$ cat src/rtl/logic_reduce_pkg.sv
// Shared definitions for the pipelined bitwise reduction unit: operator encodings
// and compile-time helpers that size the reduction tree.
package logic_reduce_pkg;

  localparam logic [1:0] OP_AND  = 2'b00;
  localparam logic [1:0] OP_OR   = 2'b01;
  localparam logic [1:0] OP_XOR  = 2'b10;
  localparam logic [1:0] OP_XNOR = 2'b11;

  function automatic int unsigned clog2(input int unsigned value);
    int unsigned res;
    int unsigned span;
    res  = 0;
    span = 1;
    while (span < value) begin
      span = span * 2;
      res++;
    end
    return res;
  endfunction

  // Partial count held at tree level `level`; level 0 is the raw operand set.
  function automatic int unsigned level_count(input int unsigned n, input int unsigned level);
    int unsigned cnt;
    cnt = n;
    for (int unsigned j = 0; j < level; j++) begin
      cnt = (cnt + 1) / 2;
    end
    return cnt;
  endfunction

  // Partial-count offset of level `level` inside a bus holding all levels back to back.
  function automatic int unsigned level_offset(input int unsigned n, input int unsigned level);
    int unsigned off;
    off = 0;
    for (int unsigned j = 0; j < level; j++) begin
      off += level_count(n, j);
    end
    return off;
  endfunction

endpackage

$ cat src/rtl/reduce_level.sv
// One registered level of the reduction tree: pairs adjacent partials, holds the
// result with its valid bit and operator, and applies the XNOR inversion when LAST.
module reduce_level
  import logic_reduce_pkg::*;
#(
  parameter int unsigned WIDTH    = 2,
  parameter int unsigned IN_COUNT = 2,
  parameter bit          LAST     = 1'b0
) (
  input  logic                                 clk_i,
  input  logic                                 rst_i,
  input  logic [IN_COUNT*WIDTH-1:0]            in_data_i,
  input  logic [1:0]                           in_op_i,
  input  logic                                 in_valid_i,
  output logic                                 in_ready_o,
  output logic [((IN_COUNT+1)/2)*WIDTH-1:0]    out_data_o,
  output logic [1:0]                           out_op_o,
  output logic                                 out_valid_o,
  input  logic                                 out_ready_i
);

  localparam int unsigned OutCount = (IN_COUNT + 1) / 2;

  logic [OutCount*WIDTH-1:0] pair_flat;
  logic [OutCount*WIDTH-1:0] data_d, data_q;
  logic [1:0]                op_q;
  logic                      valid_q;

  for (genvar g = 0; g < OutCount; g++) begin : g_pair
    if (2 * g + 1 < IN_COUNT) begin : g_two
      logic [WIDTH-1:0] a, b;
      assign a = in_data_i[(2*g)*WIDTH +: WIDTH];
      assign b = in_data_i[(2*g+1)*WIDTH +: WIDTH];
      // XNOR pairs as XOR; the single inversion happens at the final level.
      assign pair_flat[g*WIDTH +: WIDTH] = (in_op_i == OP_AND) ? (a & b) :
                                           (in_op_i == OP_OR)  ? (a | b) : (a ^ b);
    end else begin : g_one
      assign pair_flat[g*WIDTH +: WIDTH] = in_data_i[(2*g)*WIDTH +: WIDTH];
    end
  end

  assign data_d     = (LAST && (in_op_i == OP_XNOR)) ? ~pair_flat : pair_flat;
  assign in_ready_o = !valid_q || out_ready_i;

  always_ff @(posedge clk_i) begin
    if (rst_i) begin
      valid_q <= 1'b0;
      data_q  <= '0;
      op_q    <= OP_AND;
    end else if (in_ready_o) begin
      valid_q <= in_valid_i;
      if (in_valid_i) begin
        data_q <= data_d;
        op_q   <= in_op_i;
      end
    end
  end

  assign out_data_o  = data_q;
  assign out_op_o    = op_q;
  assign out_valid_o = valid_q;

endmodule

$ cat src/rtl/logic_reduce_pipe.sv
// Pipelined N-operand bitwise reduction (AND/OR/XOR/XNOR) with one registered tree
// level per cycle and valid/ready flow control on both sides.
module logic_reduce_pipe
  import logic_reduce_pkg::*;
#(
  parameter int unsigned WIDTH = 2,
  parameter int unsigned N     = 2
) (
  input  logic                 CLK,
  input  logic                 RESET,
  input  logic [N*WIDTH-1:0]   I,
  input  logic [1:0]           OP,
  input  logic                 I_valid,
  output logic                 I_ready,
  output logic [WIDTH-1:0]     O,
  output logic                 O_valid,
  input  logic                 O_ready
);

  localparam int unsigned LEVELS  = clog2(N);
  localparam int unsigned BusBits = level_offset(N, LEVELS + 1) * WIDTH;

  // All tree levels packed back to back; region 0 is the raw operand input.
  logic [BusBits-1:0]        bus;
  logic [LEVELS:0]           vld;
  logic [LEVELS:0]           rdy;
  logic [2*(LEVELS+1)-1:0]   ops;
  logic                      unused_last_op;

  assign bus[N*WIDTH-1:0] = I;
  assign vld[0]           = I_valid;
  assign ops[1:0]         = OP;
  assign rdy[LEVELS]      = O_ready;

  for (genvar j = 0; j < LEVELS; j++) begin : g_level
    localparam int unsigned InCount  = level_count(N, j);
    localparam int unsigned OutCount = level_count(N, j + 1);
    localparam int unsigned InOff    = level_offset(N, j) * WIDTH;
    localparam int unsigned OutOff   = level_offset(N, j + 1) * WIDTH;

    reduce_level #(
      .WIDTH    (WIDTH),
      .IN_COUNT (InCount),
      .LAST     (j == LEVELS - 1)
    ) u_level (
      .clk_i       (CLK),
      .rst_i       (RESET),
      .in_data_i   (bus[InOff +: InCount*WIDTH]),
      .in_op_i     (ops[2*j +: 2]),
      .in_valid_i  (vld[j]),
      .in_ready_o  (rdy[j]),
      .out_data_o  (bus[OutOff +: OutCount*WIDTH]),
      .out_op_o    (ops[2*(j+1) +: 2]),
      .out_valid_o (vld[j+1]),
      .out_ready_i (rdy[j+1])
    );
  end

  assign unused_last_op = ^ops[2*LEVELS +: 2];

  assign I_ready = rdy[0];
  assign O       = bus[BusBits-1 -: WIDTH];
  assign O_valid = vld[LEVELS];

endmodule
$ cat config.mk
export PLATFORM = sky130hd
export DESIGN_NAME = logic_reduce_pipe
export DESIGN_NICKNAME = d
export VERILOG_FILES = /design/src/rtl/logic_reduce_pkg.sv /design/src/rtl/reduce_level.sv /design/src/rtl/logic_reduce_pipe.sv
export SDC_FILE = /design/constraint.sdc
export NUM_CORES = 1
export LEC_CHECK = 0
export BUFFER_PORTS_ARGS = -buffer_cell sky130_fd_sc_hd__buf_2
export CAP_MARGIN = 20
export CORE_AREA = 4 4 41 43
export CTS_BUF_LIST = sky130_fd_sc_hd__clkbuf_8 sky130_fd_sc_hd__clkbuf_16
export DETAILED_ROUTE_END_ITERATION = 12
export DIE_AREA = 0 0 45 47
export HOLD_SLACK_MARGIN = 0.1
export REMOVE_ABC_BUFFERS = 1
export SLEW_MARGIN = 0
export SYNTH_ARGS = -nofsm -noshare
export SYNTH_HDL_FRONTEND = slang
export SYNTH_HIERARCHICAL = 1
export SYNTH_SLANG_ARGS = --single-unit
$ cat constraint.sdc
create_clock -name CLK -period 1.1 [get_ports CLK]
set_input_delay 0.11 -clock CLK [delete_from_list [all_inputs] [get_ports CLK]]
set_output_delay 0.11 -clock CLK [all_outputs]
set_load 0.01 [all_outputs]
==> results.md, run 1 <==
- Maximum number of pins on one net before global-route repair: 7
- Area of all sequential standard cells: 61.3 sq um
- Total clock sinks: 3
- Kind of start point of the critical path: register
- Actual slew at the worst max-slew pin: 0.219 ns
- Min Clock Period, post-route: 1.07 ns
- Remaining antenna violation count after routing: 0
- Setup Fix Bufs, Post-CTS: 0
- Remaining max-slew budget at the tightest pin: 85.3%
- Total number of yosys warnings: 6
- Root buffer cell: clkbuf_8
- Clock latency reported for the late side of the worst-skew pair: 0.21 ns
- Final-report hold violation count: 0
- Result of the run: finished, final reports clean
- Critical path data arrival time: 1.20 ns
- Detailed-route wire length: 586 um
- Mapped cell area: 248 sq um
- Number of buffers created by CTS: 3
- Leak: 0.210 nW
- Post-route worst setup slack: 0.0283 ns
- Final layout net count: 63
- Category of the most critical setup path: reg2reg
- Final worst clock skew: 0.00408 ns
- Effective utilization at floorplan: 19.0%
- Clock Path Buffers: 2
- DIE WIDTH: 45 um
- Post-route DRC violation count: 0
- Biggest cell delay along the critical path: 0.32 ns
- Fraction of final layout cells with drive strength greater than 1: 45.8%
- Hold WC Path Type: in2reg
- Global route total overflow: 0
- Number of vias per cell: 4.21
- Die Ht: 47 um
- Die Footprint: 2120 sq um
- Placer Congestion: 0.608
- Maximum achievable frequency: 933 MHz
- TritonCTS clock tree: built
- Wire length of the first global-routing pass: 869 um
- Clk pin slew, worst setup/hold paths: 0.03 ns
- Vias in the first global route: 244
- Series of cell instances along the critical path: and2b_1 -> or3_4 -> o32ai_2
- Overall via count from detail_route: 265
- Detailed-router iteration count before antenna repair: 3
- Count of maximum capacitance violations: 0
- Worst supply voltage drop on vdd: 0.517 mV
- Mapped Cells: 31
- Worst-path maximum fanout: 3
- Io pins: 14
- Total global routing track utilization: 5.99%
- Utilization after layout: 30.2%
- Critical Path RT: 1.23 ns
- H-tree depth: 1
- Starting DRT DRC Count: 5
- Number of filler cells placed in the layout: 153
- Power density relative to cell area: 1350 nW/um^2
- Placeable Area: 1300 sq um
- Initial antenna violation count: 0
- Average footprint of a synthesized cell: 7.99 sq um
- WL/cell: 9.30 um
- Area of the multi-input gates: 170 sq um
- Max Slew Vio Count: 0
- Port bufs: 13
- Kind of end point of the critical path: register
- Highest-delay cell along the critical path: or3_4
- Growth of design area from synthesis to finish: 58.6%
- Setup repair after global routing missed its margin: yes
- Worst setup slack after placement: -0.0679 ns
- Final period utilization: 97.4%
- Setup-violating endpoint count in the final report: 0
- Number of diodes: 0
- Post-Route Hold Slack: 0.169 ns
- Placement Rows: 13
==> critical path, delay by kind of cell (launching register included) <==
kind | cells | cell delay [ns]
flops | 1 | 0.30
simple gates | 2 | 0.49
compound gates | 1 | 0.19
==> final cells by class <==
cell class	instances	area share (%)
Multi-Input combinational cell	21	43.3
Timing Repair Buffer	14	19.1
Sequential cell	3	15.6
Clock buffer	3	10.5
Inverter	6	5.73
Tap cell	15	4.78
Clock inverter	1	0.955
==> where the power goes <==
part | switching [mW] | internal [mW]
clock | 0.0693 | 0.237
combinational | 0.0476 | 0.0530
sequential | 0.00407 | 0.119
==> metal layers <==
metal / vias up / GRT usage (%) / part of all wire, % / wire length, um
met5: - / 0 / 0 / 0
met4: 0 / 5.26 / 0 / 0
met3: 0 / 3.83 / 8.7 / 51
met2: 6 / 9.60 / 58 / 342
met1: 126 / 5.20 / 33 / 193
li1: 133 / - / - / -
==> timing repair <==
item,4_1_cts,5_1_grt
hold endpoints to repair,2,0
endpoints found under the setup margin,0,1
resized for setup,0,3
hold buffers,1,0
==> state kept, by name (all words and copies together), names as in the netlist <==
register and cells:
g_level.u_level/out_data_o 2, g_level.u_level/out_valid_o 1
==> path summary, 6_finish.rpt <==
check | cells after the start | slack, ns | endpoint | start
setup reg to reg | 3 | 0.03 | g_level[0].u_level/out_data_o[0] | g_level[0].u_level/out_valid_o
setup / recovery | 3 | 0.03 | g_level[0].u_level/out_data_o[0] | g_level[0].u_level/out_valid_o
hold reg to reg | 2 | 0.52 | g_level[0].u_level/out_data_o[0] | g_level[0].u_level/out_data_o[0]
hold / removal | 3 | 0.17 | g_level[0].u_level/out_valid_o | I_valid
==> metrics by stage <==
step	setup TNS, ns	cell area (sq um)	std cells	power (mW)
2_1_floorplan	0	240	30	0.175
3_3_place_gp	-0.0586	324	58	0.214
3_5_place_dp	-0.0679	324	58	0.216
4_1_cts	0	379	63	0.533
5_1_grt	0	393	63	0.568
6_report	0	393	63	0.530
==> layout by cell type (no fill, tap or decap) <==
| master | instances |
|---|---|
| a211o_1 | 1 |
| a21oi_1 | 3 |
| a311oi_1 | 1 |
| and2_2 | 1 |
| and2b_1 | 1 |
| buf_2 | 13 |
| clkbuf_8 | 3 |
| dfxtp_1 | 2 |
| dfxtp_2 | 1 |
| dlygate4sd3_1 | 1 |
| ha_1 | 4 |
| inv_1 | 6 |
| inv_2 | 1 |
| nand2_1 | 2 |
| nand2b_1 | 1 |
| nor2_1 | 2 |
| o32ai_2 | 1 |
| or2_2 | 1 |
| or3_4 | 1 |
| xnor2_1 | 1 |
| xor2_1 | 1 |
(Power assumes the default switching activity.)
==> inputs of run 2 (changes only) <==
--- a/constraint.sdc
+++ b/constraint.sdc
@@ -3,2 +3,2 @@
 set_output_delay 0.11 -clock CLK [all_outputs]
-set_load 0.01 [all_outputs]
+set_load 0.05 [all_outputs]
==> run 2 against run 1 <==
  * Routed wire length increased by 10%
  * Worst hold slack improved by 0.0017 ns
  * Global-route usage grew 0.32 points
  * Power grew 6.8%
  * Via count is 0.75% higher
  * Critical path type is now reg2out
==> results.md, run 2 (synthesis gave the netlist of run 1 again) <==
- Worst-path maximum fanout: 3 (unchanged)
- Worst supply voltage drop on vdd: 0.508 mV (was 0.517 mV)
- Leak: 0.214 nW (was 0.210 nW)
- Global route total overflow: 0 (unchanged)
- Die Footprint: 2120 sq um (unchanged)
- Clock Path Buffers: 2 (unchanged)
- Placeable Area: 1300 sq um (unchanged)
- Leading cell type in the layout, fill and taps excluded: buf_2 (unchanged)
- Total clock sinks: 3 (unchanged)
- Port bufs: 13 (unchanged)
- Overall via count from detail_route: 267 (was 265)
- Clock latency reported for the late side of the worst-skew pair: 0.21 ns (about the same)
- Post-Route Hold Slack: 0.171 ns (was 0.169 ns)
- Vias in the first global route: 246 (was 244)
- Placement Rows: 13 (unchanged)
- TritonCTS clock tree: built (unchanged)
- Commonest cells after routing, fill and taps aside: buf_2, inv_1, ha_1, clkbuf_8, a21oi_1 (unchanged)
- Setup repair after global routing missed its margin: yes (unchanged)
- Logic gate share of total power: 24.1% (was 19.0%)
- Actual slew at the worst max-slew pin: 0.252 ns (was 0.219 ns)
- Fraction of final layout cells with drive strength greater than 1: 45.8% (unchanged)
- WL/cell: 10.3 um (was 9.30 um)
- Post-route DRC violation count: 0 (unchanged)
- Setup Fix Bufs, Post-CTS: 0 (unchanged)
- Internal power consumption: 0.412 mW (was 0.409 mW)
- Total global routing track utilization: 6.31% (was 5.99%)
- Finished Cell Area: 399 sq um (was 393 sq um)
- Effective utilization at floorplan: 19.0% (unchanged)
- Switching share of power: 27.3% (was 22.8%)
- Detailed-route wire length: 647 um (was 586 um)
- Max reg flops: 2 (unchanged)
- Sequential share of power: 21.8% (was 23.2%)
- DIE WIDTH: 45 um (unchanged)
- Final layout net count: 63 (unchanged)
- Maximum number of pins on one net before global-route repair: 7 (unchanged)
- Number of vias per cell: 4.24 (was 4.21)
- NetSw: 0.155 mW (was 0.121 mW)
- Power density relative to cell area: 1420 nW/um^2 (was 1350 nW/um^2)
- Count of maximum capacitance violations: 0 (unchanged)
- Register-to-Register Setup Slack: 0.03 ns (about the same)
- Category of the most critical setup path: reg2out (was reg2reg)
- Setup-violating endpoint count in the final report: 0 (unchanged)
- Remaining max-slew budget at the tightest pin: 83.3% (was 85.3%)
- Result of the run: finished, final reports clean (unchanged)
- Root buffer cell: clkbuf_8 (unchanged)
- Min Clock Period, post-route: 1.09 ns (was 1.07 ns)
- Initial antenna violation count: 0 (unchanged)
- Final period utilization: 99.0% (was 97.4%)
- Final worst clock skew: 0.00407 ns (was 0.00408 ns)
- Clk pin slew, worst setup/hold paths: 0.03 ns (about the same)
- Maximum achievable frequency: 918 MHz (was 933 MHz)
- Number of buffers created by CTS: 3 (unchanged)
- Max Slew Vio Count: 0 (unchanged)
- H-tree depth: 1 (unchanged)
- Placer Congestion: 0.608 (unchanged)
- Starting DRT DRC Count: 2 (was 5)
- Remaining antenna violation count after routing: 0 (unchanged)
- Die Ht: 47 um (unchanged)
- Growth of design area from synthesis to finish: 61.1% (was 58.6%)
- Detailed-router iteration count before antenna repair: 3 (unchanged)
- Kind of start point of the critical path: register (unchanged)
- Final-report hold violation count: 0 (unchanged)
- Kind of end point of the critical path: output pin (was register)
- Hold WC Path Type: in2reg (unchanged)
- Io pins: 14 (unchanged)
- Critical Path RT: 0.99 ns (was 1.23 ns)
- Critical path data arrival time: 0.98 ns (was 1.20 ns)
- Power share of the clock group: 54.1% (was 57.8%)
- Post-Place Cell Area: 324 sq um (unchanged)
- Number of diodes: 0 (unchanged)
- Wire length of the first global-routing pass: 903 um (was 869 um)
## run 2: path summary, 6_finish.rpt
path | startpoint | endpoint | depth (start not counted)
worst max-delay path | g_level[0].u_level/out_valid_o | I_ready | 3
worst min-delay path | I_valid | g_level[0].u_level/out_valid_o | 3
worst max register to register | g_level[0].u_level/out_valid_o | g_level[0].u_level/out_data_o[0] | 3
worst min register to register | g_level[0].u_level/out_data_o[0] | g_level[0].u_level/out_data_o[0] | 2
## run 2: what timing repair did
item | 4_1_cts | 5_1_grt
endpoints found under the setup margin | 1 | 2
gates resized for setup | 1 | 4
hold endpoints to repair | 2 | 0
hold buffers | 1 | 0
## run 2: per-stage QoR
| stage | cells | utilization (%) | power, mW | setup TNS [ns] | setup slack [ns] |
|---|---|---|---|---|---|
| after CTS | 63 | 29.3 | 0.567 | 0 | 0.0177 |
| after global placement | 58 | 24.9 | 0.247 | -0.0586 | -0.0586 |
| after detailed placement | 58 | 24.9 | 0.248 | -0.0679 | -0.0679 |
| final | 63 | 30.7 | 0.566 | 0 | 0.0107 |
| after global routing | 63 | 30.7 | 0.603 | -0.0247 | -0.0247 |
| after floorplan | 30 | - | 0.208 | -0.816 | -0.386 |
## run 2: power by group through the flow
stage	sequential, mW	clock, mW	combinational (mW)
floorplan	0.155	0	0.0522
global placement	0.124	0	0.123
detailed placement	0.124	0	0.124
CTS	0.123	0.316	0.128
global route	0.125	0.329	0.149
finish	0.123	0.306	0.136
## run 2: layout make-up
cell class	count	area, sq um
timing repair buffer	14	81.3
fill	155	902
clock inverter	1	3.75
multi-input combinational	21	170
tap	15	18.8
clock buffer	3	41.3
inverter	6	22.5
sequential	3	61.3
## run 2: worst max-delay path: stages (launching register included)
cell     delay (ns)
dfxtp_2        0.30
and2b_1        0.17
inv_1          0.12
buf_6          0.18
## run 2: per-layer routing
metal / part of all wire [%] / up-vias / GRT usage [%]
met1: 30 / 128 / 5.20
met2: 62 / 6 / 10.7
met5: 0 / - / 0
li1: - / 133 / -
met3: 7.9 / 0 / 3.83
met4: 0 / 0 / 5.26
==> inputs of run 3 (changes only) <==
--- a/config.mk
+++ b/config.mk
@@ -20 +20,2 @@
 export SYNTH_SLANG_ARGS = --single-unit
+export TNS_END_PERCENT = 1
==> constraint.sdc (replaced) <==
create_clock -name CLK -period 1.1 [get_ports CLK]
set_input_delay 0.055 -clock CLK [delete_from_list [all_inputs] [get_ports CLK]]
set_output_delay 0.055 -clock CLK [all_outputs]
set_load 0.05 [all_outputs]
==> run 3 against run 2 <==
  * Combinational power decreased by 7%
  * Sequential share of layout area is 0.38 points higher
  * Design area is 4.4% lower
  * Worst hold slack got worse by 0.055 ns
  * Core utilization shrank 1.3 points
  * Non-clock buffer count did not move
  * Routed wire length down 15%
  * Cell count did not move
  * Largest cell class unchanged
  * Die area unchanged
  * First-iteration DRC count unchanged
  * Power is 2.2% lower
==> results.md, run 3 (synthesis gave the netlist of run 1 again) <==
- Finished Cell Area: 382 sq um (was 399 sq um)
- Leading cell type in the layout, fill and taps excluded: buf_2 (unchanged)
- Remaining antenna violation count after routing: 0 (unchanged)
- Power density relative to cell area: 1450 nW/um^2 (was 1420 nW/um^2)
- Setup repair after global routing missed its margin: no (was yes)
- Overall via count from detail_route: 249 (was 267)
- Setup Fix Bufs, Post-CTS: 0 (unchanged)
- Worst-path maximum fanout: 3 (unchanged)
- Number of vias per cell: 3.95 (was 4.24)
- Highest-delay cell along the critical path: dfxtp_1 (was dfxtp_2)
- Maximum number of pins on one net before global-route repair: 7 (unchanged)
- Dpl hpwl: 431 um
- Kind of end point of the critical path: output pin (unchanged)
- Total clock sinks: 3 (unchanged)
- Result of the run: finished, final reports clean (unchanged)
- Wire length of the first global-routing pass: 731 um (was 903 um)
- Count of maximum capacitance violations: 0 (unchanged)
- Clock Path Buffers: 2 (unchanged)
- Global route total overflow: 0 (unchanged)
- Series of cell instances along the critical path: and2b_1 -> inv_1 -> clkbuf_4 (was and2b_1 -> inv_1 -> buf_6)
- Kind of start point of the critical path: register (unchanged)
- Number of diodes: 0 (unchanged)
- Effective utilization at floorplan: 19.0% (unchanged)
- Number of buffer and inverter stages on the critical path: 2 (unchanged)
- Number of buffers created by CTS: 3 (unchanged)
- TritonCTS clock tree: built (unchanged)
- Commonest cells after routing, fill and taps aside: buf_2, inv_1, ha_1 (was buf_2, inv_1, ha_1, clkbuf_8, a21oi_1)
- Min Clock Period, post-route: 1.07 ns (was 1.09 ns)
- Placeable Area: 1300 sq um (unchanged)
- Leak: 0.209 nW (was 0.214 nW)
- Port bufs: 13 (unchanged)
- Post-Place Cell Area: 324 sq um (unchanged)
- Final worst clock skew: 0.00344 ns (was 0.00407 ns)
- Growth of design area from synthesis to finish: 54.0% (was 61.1%)
- Detailed-route wire length: 547 um (was 647 um)
- Category of the most critical setup path: reg2out (unchanged)
- Hold WC Path Type: in2reg (unchanged)
- Critical path data arrival time: 1.01 ns (was 0.98 ns)
- Fraction of final layout cells with drive strength greater than 1: 39.6% (was 45.8%)
- Worst supply voltage drop on vdd: 0.553 mV (was 0.508 mV)
- H-tree depth: 1 (unchanged)
- WL/cell: 8.68 um (was 10.3 um)
- Starting DRT DRC Count: 2 (unchanged)
- Placement Rows: 13 (unchanged)
- Io pins: 14 (unchanged)
- CP top delay family: buffers and inverters (was flip-flops)
- Critical Path RT: 1.04 ns (was 0.99 ns)
- Die Ht: 47 um (unchanged)
- Detailed-router iteration count before antenna repair: 3 (unchanged)
- Final layout net count: 63 (unchanged)
- Root buffer cell: clkbuf_8 (unchanged)
- Max Slew Vio Count: 0 (unchanged)
- Post-route worst setup slack: 0.0348 ns (was 0.0107 ns)
- DIE WIDTH: 45 um (unchanged)
- Clock latency reported for the late side of the worst-skew pair: 0.21 ns (about the same)
- Post-Route Hold Slack: 0.116 ns (was 0.171 ns)
- Setup-violating endpoint count in the final report: 0 (unchanged)
- Remaining max-slew budget at the tightest pin: 83.5% (was 83.3%)
- Max reg flops: 2 (unchanged)
- Clk pin slew, worst setup/hold paths: 0.03 ns (about the same)
- Final period utilization: 96.8% (was 99.0%)
- Die Footprint: 2120 sq um (unchanged)
- Placer Congestion: 0.601 (was 0.608)
- Vias in the first global route: 198 (was 246)
- Initial antenna violation count: 0 (unchanged)
- Total global routing track utilization: 4.89% (was 6.31%)
- Maximum achievable frequency: 939 MHz (was 918 MHz)
- Worst setup slack after placement: -0.00828 ns (was -0.0679 ns)
- Final-report hold violation count: 0 (unchanged)
- Actual slew at the worst max-slew pin: 0.250 ns (was 0.252 ns)
- Biggest cell delay along the critical path: 0.29 ns (was 0.30 ns)
- Post-route DRC violation count: 0 (unchanged)
## run 3: timing repair
| item | in CTS | in global routing |
|---|---|---|
| gates resized for setup | 0 | 1 |
| hold buffers | 1 | 0 |
| endpoints found under the hold margin | 2 | 0 |
| setup endpoints to repair | 0 | 1 |
## run 3: stage by stage
step	setup TNS (ns)	total power [mW]	util [%]	std cells
2_1_floorplan	-0.762	0.208	-	30
3_3_place_gp	-0.0142	0.246	24.9	58
3_5_place_dp	-0.00828	0.248	24.9	58
4_1_cts	0	0.560	29.1	63
5_1_grt	0	0.584	29.3	63
6_report	0	0.554	29.3	63
## run 3: worst paths after layout
| path | start | end | slack [ns] | depth (start not counted) |
|---|---|---|---|---|
| hold / removal | I_valid | g_level[0].u_level/out_valid_o | 0.12 | 3 |
| hold reg to reg | g_level[0].u_level/out_data_o[0] | g_level[0].u_level/out_data_o[0] | 0.48 | 2 |
| setup reg to reg | g_level[0].u_level/out_valid_o | g_level[0].u_level/out_data_o[0] | 0.04 | 3 |
| setup / recovery | g_level[0].u_level/out_valid_o | I_ready | 0.03 | 3 |
## run 3: cell type report
cell class,count,area [sq um]
multi-input combinational,21,158
clock inverter,1,3.75
timing repair buffer,14,77.6
fill,161,920
inverter,6,22.5
sequential,3,60.1
clock buffer,3,41.3
tap,15,18.8
## run 3: worst reg2reg max path, stage by stage, from the launching register on
cell and delay, ns:
dfxtp_1 0.29, and2b_1 0.17, or3_1 0.30, o32ai_1 0.21
## run 3: power by group
group	total, mW	switching [mW]	internal, mW
Clock	0.305	0.0677	0.237
Combinational	0.126	0.0765	0.0499
Sequential	0.122	0.00365	0.119
## run 3: metal layers
| layer | up-vias | track usage [%] | wire length, um | part of all wire [%] |
|---|---|---|---|---|
| li1 | 133 | - | - | - |
| met1 | 112 | 4.99 | 215 | 39 |
| met2 | 4 | 8.47 | 304 | 56 |
| met3 | 0 | 1.53 | 27 | 4.9 |
| met4 | 0 | 3.51 | 0 | 0 |
| met5 | - | 0 | 0 | 0 |
